$ cat src/rtl/mem_stage.sv
// Memory stage: latches the EX pair, waits for the slot-1 load response, then aligns and extends it for write-back.
// One cycle for non-loads; loads stay until data_ok, and the response is buffered if write-back stalls.
module mem_stage #(
    parameter int ES_TO_MS_BUS_WD   = 145,
    parameter int MS_TO_WS_BUS_WD   = 141,
    parameter int MS_FORWARD_BUS_WD = 78
) (
    input  logic                         clk,
    input  logic                         reset,
    output logic                         ms_allowin,
    input  logic                         es_to_ms_valid,
    input  logic [ES_TO_MS_BUS_WD-1:0]   es_to_ms_bus,
    input  logic                         ws_allowin,
    output logic                         ms_to_ws_valid,
    output logic [MS_TO_WS_BUS_WD-1:0]   ms_to_ws_bus,
    input  logic                         data_sram_data_ok,
    input  logic [31:0]                  data_sram_rdata,
    output logic [MS_FORWARD_BUS_WD-1:0] ms_forward_bus
);

    typedef struct packed {
        logic        inst2_valid;
        logic        inst2_gr_we;
        logic [4:0]  inst2_dest;
        logic [31:0] inst2_alu_result;
        logic [31:0] inst2_pc;
        logic        inst1_is_load;
        logic [2:0]  inst1_load_op;
        logic        inst1_gr_we;
        logic [4:0]  inst1_dest;
        logic [31:0] inst1_alu_result;
        logic [31:0] inst1_pc;
    } es_bus_t;

    typedef struct packed {
        logic        inst2_valid;
        logic        inst2_gr_we;
        logic [4:0]  inst2_dest;
        logic [31:0] inst2_result;
        logic [31:0] inst2_pc;
        logic        inst1_gr_we;
        logic [4:0]  inst1_dest;
        logic [31:0] inst1_result;
        logic [31:0] inst1_pc;
    } ws_bus_t;

    typedef struct packed {
        logic        ms_valid;
        logic        inst1_load_pending;
        logic        inst1_gr_we;
        logic [4:0]  inst1_dest;
        logic [31:0] inst1_result;
        logic        inst2_gr_we;
        logic [4:0]  inst2_dest;
        logic [31:0] inst2_result;
    } fwd_bus_t;

    typedef enum logic {
        LD_WAIT = 1'b0,
        LD_HOLD = 1'b1
    } ld_state_t;

    localparam logic [2:0] OP_LB  = 3'b001;
    localparam logic [2:0] OP_LBU = 3'b010;
    localparam logic [2:0] OP_LH  = 3'b011;
    localparam logic [2:0] OP_LHU = 3'b100;

    logic        ms_valid_q, ms_valid_d;
    es_bus_t     bus_q, bus_d;
    ld_state_t   state_q, state_d;
    logic [31:0] buf_data_q, buf_data_d;

    logic        ms_ready_go;
    logic        buf_valid;
    logic [1:0]  ld_addr;
    logic [31:0] ld_word;
    logic [7:0]  ld_byte;
    logic [15:0] ld_half;
    logic [31:0] ld_data;
    logic [31:0] inst1_result;
    ws_bus_t     ws_out;
    fwd_bus_t    fwd_out;

    assign buf_valid = (state_q == LD_HOLD);

    // Once the response is buffered the pair no longer depends on data_ok.
    always_comb begin
        ms_ready_go = 1'b1;
        if (bus_q.inst1_is_load) begin
            ms_ready_go = buf_valid | data_sram_data_ok;
        end
    end

    assign ms_allowin     = !ms_valid_q | (ms_ready_go & ws_allowin);
    assign ms_to_ws_valid = ms_valid_q & ms_ready_go;

    always_comb begin
        ms_valid_d = ms_valid_q;
        bus_d      = bus_q;
        if (ms_allowin) begin
            ms_valid_d = es_to_ms_valid;
        end
        if (es_to_ms_valid && ms_allowin) begin
            bus_d = es_bus_t'(es_to_ms_bus);
        end
    end

    always_comb begin
        state_d    = state_q;
        buf_data_d = buf_data_q;
        case (state_q)
            LD_WAIT: begin
                if (ms_valid_q && bus_q.inst1_is_load && data_sram_data_ok && !ws_allowin) begin
                    state_d    = LD_HOLD;
                    buf_data_d = data_sram_rdata;
                end
            end
            LD_HOLD: begin
                if (ws_allowin) begin
                    state_d = LD_WAIT;
                end
            end
            default: state_d = LD_WAIT;
        endcase
    end

    always_ff @(posedge clk or posedge reset) begin
        if (reset) begin
            ms_valid_q <= 1'b0;
            bus_q      <= '0;
            state_q    <= LD_WAIT;
            buf_data_q <= '0;
        end else begin
            ms_valid_q <= ms_valid_d;
            bus_q      <= bus_d;
            state_q    <= state_d;
            buf_data_q <= buf_data_d;
        end
    end

    always_comb begin
        ld_addr = bus_q.inst1_alu_result[1:0];
        ld_word = buf_valid ? buf_data_q : data_sram_rdata;
        ld_byte = ld_word[{ld_addr, 3'b000} +: 8];
        ld_half = ld_addr[1] ? ld_word[31:16] : ld_word[15:0];
        case (bus_q.inst1_load_op)
            OP_LB:   ld_data = {{24{ld_byte[7]}}, ld_byte};
            OP_LBU:  ld_data = {24'd0, ld_byte};
            OP_LH:   ld_data = {{16{ld_half[15]}}, ld_half};
            OP_LHU:  ld_data = {16'd0, ld_half};
            default: ld_data = ld_word;
        endcase
        inst1_result = bus_q.inst1_is_load ? ld_data : bus_q.inst1_alu_result;
    end

    always_comb begin
        ws_out.inst2_valid  = bus_q.inst2_valid;
        ws_out.inst2_gr_we  = bus_q.inst2_gr_we;
        ws_out.inst2_dest   = bus_q.inst2_dest;
        ws_out.inst2_result = bus_q.inst2_alu_result;
        ws_out.inst2_pc     = bus_q.inst2_pc;
        ws_out.inst1_gr_we  = bus_q.inst1_gr_we;
        ws_out.inst1_dest   = bus_q.inst1_dest;
        ws_out.inst1_result = inst1_result;
        ws_out.inst1_pc     = bus_q.inst1_pc;

        fwd_out.ms_valid           = ms_valid_q;
        fwd_out.inst1_load_pending = ms_valid_q & bus_q.inst1_is_load & !ms_ready_go;
        fwd_out.inst1_gr_we        = bus_q.inst1_gr_we;
        fwd_out.inst1_dest         = bus_q.inst1_dest;
        fwd_out.inst1_result       = inst1_result;
        fwd_out.inst2_gr_we        = bus_q.inst2_gr_we;
        fwd_out.inst2_dest         = bus_q.inst2_dest;
        fwd_out.inst2_result       = bus_q.inst2_alu_result;
    end

    assign ms_to_ws_bus   = ws_out;
    assign ms_forward_bus = fwd_out;

endmodule

$ cat config.mk
export PLATFORM = sky130hd
export DESIGN_NAME = mem_stage
export DESIGN_NICKNAME = d
export VERILOG_FILES = /design/src/rtl/mem_stage.sv
export SDC_FILE = /design/constraint.sdc
export NUM_CORES = 1
export LEC_CHECK = 0
export BUFFER_PORTS_ARGS = -buffer_cell sky130_fd_sc_hd__buf_2
export CAP_MARGIN = 40
export CELL_PAD_IN_SITES_DETAIL_PLACEMENT = 0
export CELL_PAD_IN_SITES_GLOBAL_PLACEMENT = 1
export CORE_UTILIZATION = 35
export CTS_BUF_LIST = sky130_fd_sc_hd__clkbuf_4 sky130_fd_sc_hd__clkbuf_8 sky130_fd_sc_hd__clkbuf_16
export DETAILED_ROUTE_END_ITERATION = 16
export PLACE_DENSITY = 0.76
export SLEW_MARGIN = 15
export SYNTH_ARGS = -nofsm -noshare
export SYNTH_HDL_FRONTEND = slang
export SYNTH_SLANG_ARGS = --single-unit
$ cat constraint.sdc
create_clock -name clk -period 6.7 [get_ports clk]
set_input_delay 0.335 -clock clk [delete_from_list [all_inputs] [get_ports clk]]
set_output_delay 0.335 -clock clk [all_outputs]
set_load 0.03 [all_outputs]
* Yosys cells after proc, flatten, opt, wreduce, memory -nomap -nowiden
Cells that the tools add are included.
** Storage, ports and cells
- Flip-flop bits (word level) :: 179
- Output and inout bits :: 221
- Logic and storage cells :: 42
** Operators by class
- Equal/unequal tests :: 4
- Shifts and indexed selects :: 1
- Multiplexer cells :: 8
- Bitwise gates (word level) :: 7
- Reduce and logical (&&, ||, !) cells :: 8
** Operators with widths (number)
- 32-bit one-hot mux with 4 select lines :: 1
- 32-bit two-way mux :: 2
- 32-bit by 6-bit indexed part select with 8-bit output :: 1
- 16-bit two-way mux :: 1
- 3-bit by 2-bit == test with 1-bit output, second input constant :: 2
- 1-bit AND :: 4
- 1-bit logical AND :: 4
- 3-bit by 1-bit == test with 1-bit output, second input constant :: 1
- 3-bit == test, second input constant :: 1
- 1-bit zero test :: 3
- 1-bit two-way mux :: 3
- 1-bit OR :: 2
- 1-bit one-hot mux with 2 select lines :: 1
- 2-bit AND reduction :: 1
- 1-bit inverter :: 1

* Longest topological paths before layout
Gate-level depths: netlist (run 1).
- Depth in word-level cells :: 5
- Mapped depth :: 8
- Mapped depth without buffers :: 4

* Least setup slack after synthesis (run 1)
Ideal clock, no wire load.
- Path kind :: reg2out
- Start point :: register bus_q[70] in the netlist's numbering
- End point :: output ms_to_ws_bus[40]
- Arrival :: 2.227 ns
- Slack :: 4.138 ns
- Cell stages (with the launch flop) :: 8
- Buffers on the path :: 3
- Cells stage by stage :: dfrtp_1 > buf_2 > nor3_1 > or2_1 > clkbuf_1 > nor2_1 > a31oi_1 > buf_4
** On the way
- Longest elaborated chain between the ends :: 3
- Elaborated cells between the ends (all ways) :: 6
** Ends and longest elaborated chain
- start: declaration :: line 69 : es_bus_t bus_q, bus_d;
- start signal: assignment :: line 135 : bus_q <= bus_d;
- 3-bit == test (tied with other cells) :: line 146 : case (bus_q.inst1_load_op)
- 32-bit one-hot mux with 4 select lines (*) :: line 146
- 32-bit two-way mux (*) :: line 153 : inst1_result = bus_q.inst1_is_load ? ld_data : bus_q.inst1_alu_result;
- end: declaration :: line 15 : output logic [MS_TO_WS_BUS_WD-1:0] ms_to_ws_bus,
Mark *: on every way between the ends. The rest lies on a longest branch, timed or not.

* Final worst setup path (run 1)
- Start point :: register state_q (netlist: buf_valid)
- End point :: output ms_to_ws_bus[59]
** On the way
- Longest elaborated chain between the ends :: 4
- Elaborated cells between the ends (all ways) :: 5
** Ends and longest elaborated chain
- start: declaration :: line 70 : ld_state_t state_q, state_d;
- start signal: assignment :: line 136 : state_q <= state_d;
- 32-bit two-way mux (*) :: line 143 : ld_word = buf_valid ? buf_data_q : data_sram_rdata;
- 32-bit by 6-bit indexed part select with 8-bit output / 16-bit two-way mux (equally long branches) :: line 144, 145
- 32-bit one-hot mux with 4 select lines (*) :: line 146
- 32-bit two-way mux (*) :: line 153
Marks and branches as above.

==> results_dict.tcl, run 1 <==
set metrics [dict create \
    ff2ff_setup_slack_ns 3.99 \
    hold_viol_final 0 \
    num_vias 6425 \
    grt_pass1_vias 6405 \
    peakVddDrop_mv 0.1731 \
    crit_required_ns 6.36 \
    clock_power_share_pct 22.8 \
    timing.max_cap.violations 0 \
    fp.dieH_um 167.0 \
    cts_resized 0 \
    row_count 60 \
    synth_cell_type_count 50 \
    htreeDepth 4 \
    synth_ff_type "dfrtp_1" \
    drtAntennaViolNets 0 \
    cp_slowest_cell "a211oi_4" \
    synth_seq_cells 179 \
    area_growth_pct 16.58 \
    final_common_cell "buf_2" \
    ys_warn_count 0 \
    routabilityCongestion 0.7848 \
    cp.arrival_ns 2.86 \
    slew_violations 0 \
    grt_max_degree 115 \
    grtUsageTotal_pct 17.45 \
    critPathLaunchType "flip-flop" \
    min_period_ns 3.195 \
    die_x_um 167.0 \
    fin_total_pwr_uw 4482 \
    tightestPinTransition_ns 0.8244 \
    p_per_area_nw_per_um2 403.5 \
    cp-end-kind "output pin" \
    core_um2 26800 \
    skew_ns 0.01426 \
    wl_per_cell_um 18.22 \
    switching_share_pct 43.32 \
    synth_area_um2 9529 \
    die-area_um2 27890 \
    grt_pass1_wl_um 37340 \
    port_buffers 402 \
    dr.pass1.iters 4 \
    critPathBufInv 2 \
    criticalPathCategory "reg -> out" \
    cts_made_buffers 17 \
    avgSynthCellArea_um2 12.34 \
    mappedNetlistNets 954 \
    p_comb_share_pct 42.9 \
    grt_setup_unrepaired "false" \
    fmax_ghz 0.3130 \
    route.detailed.drc 0 \
    dp_hpwl_um 18080 \
    cpPeakStageDelay_ns 0.75 \
    cp_max_fo 24 \
    final_cell_mix "402 x buf_2, 188 x mux2_1, 178 x dfrtp_1" \
    cts_tree "done" \
    leakage_uw 0.005292 \
    setup_tns_ns 0 \
    clk_latency_ns 0.42 \
    clk_path_buf_depth 2 \
    p_sw_uw 1942 \
    routed_wl_um 24290 \
    synth-edff-count 0 \
    fillCellCount 2589 \
    start_util_pct 35.56 \
    clock_sinks 179 \
    cts_setup_buffers 0 \
    seqPwrFrac_pct 34.3 \
    drive_gt1_share_pct 46.97 \
    cp_top_family "compound AO/OA/AOI/OAI gates" \
    status "finished clean" \
    setup_viol 0 \
    period_share_pct 47.68 \
    path_clk_slew_ns 0.08 \
    ys_seq_area_share_pct 47.01 \
    final_nets 1160 \
    ios 403 \
    hold_class "in -> reg" \
    crit_chain "buf_12 > mux2_2 > a22oi_2 > a211oi_4 > a221o_1 > buf_2" \
    power.internal_uw 2541 \
    async_flop_share_pct 100.0 \
    grt_overflow 0 \
    syn_inst 772 \
    maxSlewHeadroom_pct 44.86 \
    viasPerCell 4.820 \
    antenna_found_initial 4 \
    cts_root_buf "clkbuf_16" \
    drtIter0Drc 278 \
]
metrics by stage:
| stage | instances | instance area [um2] | setup slack (ns) | utilization (%) | hold WS [ns] |
|---|---|---|---|---|---|
| after floorplan | 772 | 9529 | 1.506 | - | 0.4434 |
| after global placement | 1294 | 10400 | 3.498 | 38.79 | 0.4609 |
| after detailed placement | 1298 | 10480 | 3.927 | 39.09 | 0.4742 |
| after CTS | 1329 | 11070 | 3.470 | 41.29 | 0.08228 |
| after global routing | 1332 | 11110 | 3.388 | 41.44 | 0.09268 |
| final | 1333 | 11110 | 3.505 | 41.45 | 0.1137 |
final timing paths:
path	startpoint	end	depth (start not counted)
min reg2reg	ms_to_ws_bus[14]	ms_to_ws_bus[14]	1
max in group asynchronous	reset	buf_data_q[15]	6
min	es_to_ms_bus[38]	bus_q[38]	2
max	buf_valid	ms_to_ws_bus[59]	6
max reg2reg	buf_valid	ms_forward_bus[33]	6
min in group asynchronous	reset	ms_forward_bus[0]	3
cells in the mapped netlist (all sizes together) (2+ instances only):
library cell  number  area [um2]
o21ai              2       13.76
buf              217        1605
a221oi             5       43.79
a31oi             10       62.56
a211oi             2       27.53
nor2              29       113.9
a211o              5       43.79
o22ai              6       37.54
nor3b              3       32.53
a21oi              9       45.04
a32oi              3       26.28
mux2             197        2218
nand2b             2       12.51
dfrtp            179        4479
nor2b              3       18.77
nand3b             4       30.03
clkbuf             9       33.78
a21o               2       15.01
a221o              9       90.09
mux2i             26       260.3
and3               4       25.02
o21bai             3       22.52
nand2             17       66.32
nor3               2       10.01
inv                4       15.01
or2                2       12.52
o211ai             2       15.01
a22oi              6       50.05
metal layers:
metal	track usage, %	wire, um	vias up
met3	5.038	1676	20
met2	30.76	12470	266
met1	20.86	9862	3211
met5	0	27	-
met4	4.026	256	4
li1	-	-	2924
power groups by stage:
stage | Sequential [uW] | Combinational (uW) | Clock [uW]
floorplan | 1490 | 1790 | 0
global placement | 1560 | 1900 | 0
detailed placement | 1560 | 1940 | 0
CTS | 1540 | 1940 | 1060
global route | 1580 | 2030 | 1100
finish | 1540 | 1920 | 1020
final cells by class:
class	instances	area [um2]	share of cell area (%)
Sequential cell	179	4481	40.33
Inverter	4	22.52	0.2027
Antenna cell	2	5.005	0.04505
Tap cell	341	426.7	3.841
Clock buffer	19	440.4	3.964
Timing Repair Buffer	413	2170	19.53
Clock inverter	12	148.9	1.340
Multi-Input combinational cell	363	3416	30.75
kinds of logic after synthesis:
group	after synthesis	synth area share, %
compound gates	69	5.646
xor+xnor	1	0.09193
flops	179	47.01
buf+inv	230	17.36
simple gates	69	3.650
mux	224	26.25
flip-flops by register name, indices dropped and copies added (netlist names):
register,cells
buf_data_q,32
buf_valid,1
bus_q,36
ms_forward_bus,44
ms_to_ws_bus,65
ms_valid_q,1
repair_timing:
item,4_1_cts,5_1_grt
hold endpoints to repair,0,19
hold buffers,0,1
endpoints found under the setup margin,0,0
Note: power is estimated with default switching activity, not from simulation.
==> inputs of run 2 (changes only) <==
Clock period 6.7 ns to 3.18 ns, I/O delays scaled along.
==> run 2 against run 1 <==
Wire length increased by 8.9%. Utilization increased by 6.8 points. Combinational power increased by 120%. Sequential cell count unchanged. Largest power group unchanged.
==> results_dict.tcl, run 2 (same netlist as run 1, synthesis figures left out) <==
set metrics [dict create \
    whs_path_depth 2 \
    hold_class "in -> reg" \
    grt_overflow 0 \
    skew_ns 0.02492 \
    reg2reg_depth 5 \
    cp.arrival_ns 2.81 \
    dr.pass1.iters 4 \
    final_cell_mix "402 x buf_2, 188 x mux2_1, 178 x dfrtp_1, 178 x dlygate4sd3_1, 27 x nor2_1" \
    place_area_um2 10530 \
    start_util_pct 35.56 \
    p_per_area_nw_per_um2 751.0 \
    period_share_pct 93.38 \
    crit_chain "mux2_1 > a222oi_1 > a21o_1 > a41oi_1 > buf_2" \
    critPathBufInv 1 \
    port_buffers 402 \
    multi_input_area_um2 3416 \
    r2r-end "bus_q[51]" \
    wl_per_cell_um 17.45 \
    clock_sinks 179 \
    clk_path_buf_depth 2 \
    ios 403 \
    clk_latency_ns 0.43 \
    fp.dieH_um 167.0 \
    final_common_cell "buf_2" \
    hold_viol_final 0 \
    antenna_found_initial 1 \
    cts_setup_buffers 0 \
    min_period_ns 2.970 \
    use_met1_pct 22.57 \
    rr_startpoint "buf_valid" \
    row_count 60 \
    final_area_um2 12920 \
    antennaDiodeCount 0 \
    timing.max_cap.violations 0 \
    drtAntennaViolNets 0 \
    post-place-cells 1306 \
    core_um2 26800 \
    setup_tns_ns 0 \
    leakage_uw 0.006068 \
    die_x_um 167.0 \
    critPathLaunchType "flip-flop" \
    path_clk_slew_ns 0.08 \
    cts_made_buffers 17 \
    routed_wl_um 26450 \
    cp-end-kind "output pin" \
    criticalPathCategory "reg -> out" \
    cp_top_family "compound AO/OA/AOI/OAI gates" \
    setup_viol 0 \
    hold_path_end "buf_data_q[1]" \
    worstHoldStart "data_sram_rdata[1]" \
    die-area_um2 27890 \
    fillCellCount 2411 \
    final_cells 1516 \
    cpPeakStageDelay_ns 0.64 \
    viasPerCell 4.675 \
    cp_max_fo 23 \
    busiest_layer "met2" \
    dp_hpwl_um 18840 \
    grtUsageTotal_pct 18.87 \
    grt_max_degree 91 \
    slew_violations 0 \
    ff2ff_setup_slack_ns 0.82 \
    cts_tree "done" \
    grt_pass1_vias 7363 \
    num_vias 7088 \
    crit_required_ns 3.02 \
    routabilityCongestion 0.8197 \
    area_growth_pct 35.62 \
    peakVddDrop_mv 0.4012 \
    largest_reg_flops 65 \
    met2_usage_pct 34.31 \
    status "finished clean" \
    final_nets 1344 \
    drive_gt1_share_pct 40.26 \
    grt_pass1_wl_um 40810 \
    grt_setup_unrepaired "false" \
    maxSlewHeadroom_pct 47.22 \
    drtIter0Drc 381 \
    globalRouteMet3Util_pct 3.588 \
    fmax_ghz 0.3368 \
    cts_root_buf "clkbuf_16" \
    cp_slowest_cell "dfrtp_4" \
    regArea_um2 4483 \
    route.detailed.drc 0 \
    htreeDepth 4 \
    tightestPinTransition_ns 0.7917 \
]
run 2: per-stage QoR:
step	worst slack, ns	power, uW	utilization (%)	hold WS (ns)
detailed placement	0.5385	7392	39.30	0.3264
finish	0.2104	9706	48.22	0.01463
floorplan	0.7264	6911	-	0.2674
global route	0.04569	10170	48.22	0.002659
global placement	0.6032	7334	39.30	0.3250
CTS	0.05040	9795	48.21	0.002390
run 2: power by group:
group / switching, uW / total, uW / internal, uW
registers: 382 / 3250 / 2870
logic: 2820 / 4260 / 1440
clock network: 1060 / 2190 / 1140
total: 4260 / 9710 / 5450
run 2: per-layer routing:
| layer | share of wire (%) | wire (um) |
|---|---|---|
| met2 | 52 | 13820 |
| met4 | 1.6 | 417 |
| met1 | 41 | 10870 |
| met5 | 0 | 0 |
| met3 | 5.1 | 1353 |
run 2: final cells by class:
class	instances	area share, %
Sequential cell	179	34.69
Timing Repair Buffer	597	30.73
Multi-Input combinational cell	363	26.43
Tap cell	341	3.301
Clock buffer	17	3.292
Clock inverter	15	1.413
Inverter	4	0.1452
run 2: how the worst max path moves through the flow:
| stage | from | endpoint | slack (ns) | cells past startpoint |
|---|---|---|---|---|
| floorplan | reset | buf_data_q[0] | 0.73 | 1 |
| global placement | buf_valid | ms_forward_bus[52] | 0.60 | 5 |
| detailed placement | buf_valid | ms_forward_bus[52] | 0.54 | 5 |
| CTS | buf_valid | ms_forward_bus[52] | 0.05 | 5 |
| global route | buf_valid | ms_forward_bus[52] | 0.05 | 5 |
| finish | buf_valid | ms_to_ws_bus[46] | 0.21 | 5 |
run 2: repair_timing:
| item | CTS | global route |
|---|---|---|
| endpoints found under the hold margin | 203 | 0 |
| endpoints found under the setup margin | 0 | 2 |
| resized for setup | 0 | 1 |
| hold buffers | 178 | 0 |
==> inputs of run 3 (changes only) <==
Settings changed: CTS_BUF_LIST sky130_fd_sc_hd__clkbuf_4 sky130_fd_sc_hd__clkbuf_8 sky130_fd_sc_hd__clkbuf_16 to sky130_fd_sc_hd__clkbuf_4 sky130_fd_sc_hd__clkbuf_8.
==> run 3 against run 2 <==
Global-route usage is 0.13 points lower. Via count hardly changed. Setup slack worse by 0.013 ns. Final cell count hardly changed. First-iteration DRC count is 16% higher. Critical path type unchanged. Critical endpoint unchanged. Largest cell class unchanged.
==> results_dict.tcl, run 3 (same netlist as run 1, synthesis figures left out) <==
set metrics [dict create \
    antennaDiodeCount 0 \
    cts_tree "done" \
    dp_hpwl_um 18840 \
    leakage_uw 0.005985 \
    fin_util_pct 47.54 \
    routed_wl_um 26320 \
    grt_overflow 0 \
    critPathLaunchType "flip-flop" \
    drtIter0Drc 441 \
    grt_max_degree 91 \
    grt_setup_unrepaired "false" \
    path_clk_slew_ns 0.09 \
    core_um2 26800 \
    wl_per_cell_um 17.35 \
    final_area_um2 12740 \
    viasPerCell 4.674 \
    final_cells 1517 \
    start_util_pct 35.56 \
    setup_viol 0 \
    htreeDepth 4 \
    ff2ff_setup_slack_ns 0.82 \
    critPathBufInv 1 \
    final_common_cell "buf_2" \
    largest_reg_flops 65 \
    cp_top_family "compound AO/OA/AOI/OAI gates" \
    cp_slowest_cell "dfrtp_4" \
    antenna_found_initial 1 \
    grtUsageTotal_pct 18.74 \
    row_count 60 \
    clock_sinks 179 \
    route.detailed.drc 0 \
    setup_tns_ns 0 \
    routabilityCongestion 0.8197 \
    tightestPinTransition_ns 0.7886 \
    crit_required_ns 3.02 \
    fmax_ghz 0.3353 \
    peakVddDrop_mv 0.4011 \
    crit_chain "mux2_1 > a222oi_1 > a21o_1 > a41oi_1 > buf_2" \
    num_vias 7090 \
    grt_pass1_vias 7297 \
    die-area_um2 27890 \
    drtAntennaViolNets 0 \
    timing.max_cap.violations 0 \
    crit_end "ms_to_ws_bus[46]" \
    die_x_um 167.0 \
    crit_path_start "buf_valid" \
    reg2reg_depth 5 \
    clk_latency_ns 0.47 \
    period_share_pct 93.78 \
    clk_path_buf_depth 2 \
    cp_max_fo 23 \
    criticalPathCategory "reg -> out" \
    cts_made_buffers 17 \
    cts_root_buf "clkbuf_8" \
    hold_viol_final 0 \
    skew_ns 0.03605 \
    rr_startpoint "buf_valid" \
    final_cell_mix "402 x buf_2, 188 x mux2_1, 179 x dlygate4sd3_1" \
    grt_pass1_wl_um 40610 \
    cpPeakStageDelay_ns 0.65 \
    final_nets 1345 \
    cp.arrival_ns 2.82 \
    dr.pass1.iters 5 \
    fp.dieH_um 167.0 \
    port_buffers 402 \
    dp_slack_ns 0.5385 \
    maxSlewHeadroom_pct 47.26 \
    area_growth_pct 33.72 \
    drive_gt1_share_pct 40.22 \
    place_area_um2 10530 \
    hold_class "in -> reg" \
    cts_setup_buffers 0 \
    ios 403 \
    status "finished clean" \
    post-place-cells 1306 \
    slew_violations 0 \
    final.setup.worst_slack_ns 0.1978 \
    cp-end-kind "output pin" \
    worst-path-stages 5 \
    p_per_area_nw_per_um2 719.6 \
    min_period_ns 2.982 \
    r2r-end "bus_q[51]" \
]
run 3: repair_timing:
action	CTS	global route
hold endpoints to repair	204	0
hold buffers	179	0
resized for setup	0	1
setup endpoints to repair	0	8
run 3: layout make-up:
type	instances	area (um2)
Clock buffer	17	234.0
Clock inverter	15	182.7
Fill cell	2427	14060
Inverter	4	18.77
Multi-Input combinational cell	363	3416
Sequential cell	179	4483
Tap cell	341	426.7
Timing Repair Buffer	598	3981
run 3: report_power, final:
part | switching (uW) | internal (uW) | total, uW
Clock | 992 | 674 | 1670
Sequential | 381 | 2860 | 3250
Combinational | 2810 | 1440 | 4260
Total | 4190 | 4980 | 9170
run 3: worst min-delay path: stages:
cell and delay, ns:
buf_2 0.12, inv_1 0.09, a21o_1 0.12
run 3: worst min-delay path by stage:
stage	endpoint	slack, ns	cells after the start	start
CTS	buf_valid	0.04	3	ws_allowin
global placement	ms_forward_bus[24]	0.33	2	reset
floorplan	ms_valid_q	0.27	1	es_to_ms_valid
global route	buf_valid	0.06	3	ws_allowin
finish	buf_valid	0.08	3	ws_allowin
detailed placement	ms_forward_bus[24]	0.33	2	reset
run 3: metal layers:
metal / track usage, % / up-vias / share of wire [%]
met5: 0 / - / 0
met4: 4.187 / 0 / 1.3
met3: 3.588 / 20 / 5.2
met2: 34.36 / 281 / 52
met1: 22.52 / 3499 / 41
li1: - / 3290 / -
run 3: through the flow:
stage	hold WS, ns	total power (uW)
finish	0.08059	9169
CTS	0.03527	9256
floorplan	0.2674	6911
detailed placement	0.3264	7392
global route	0.05945	9628
global placement	0.3250	7334
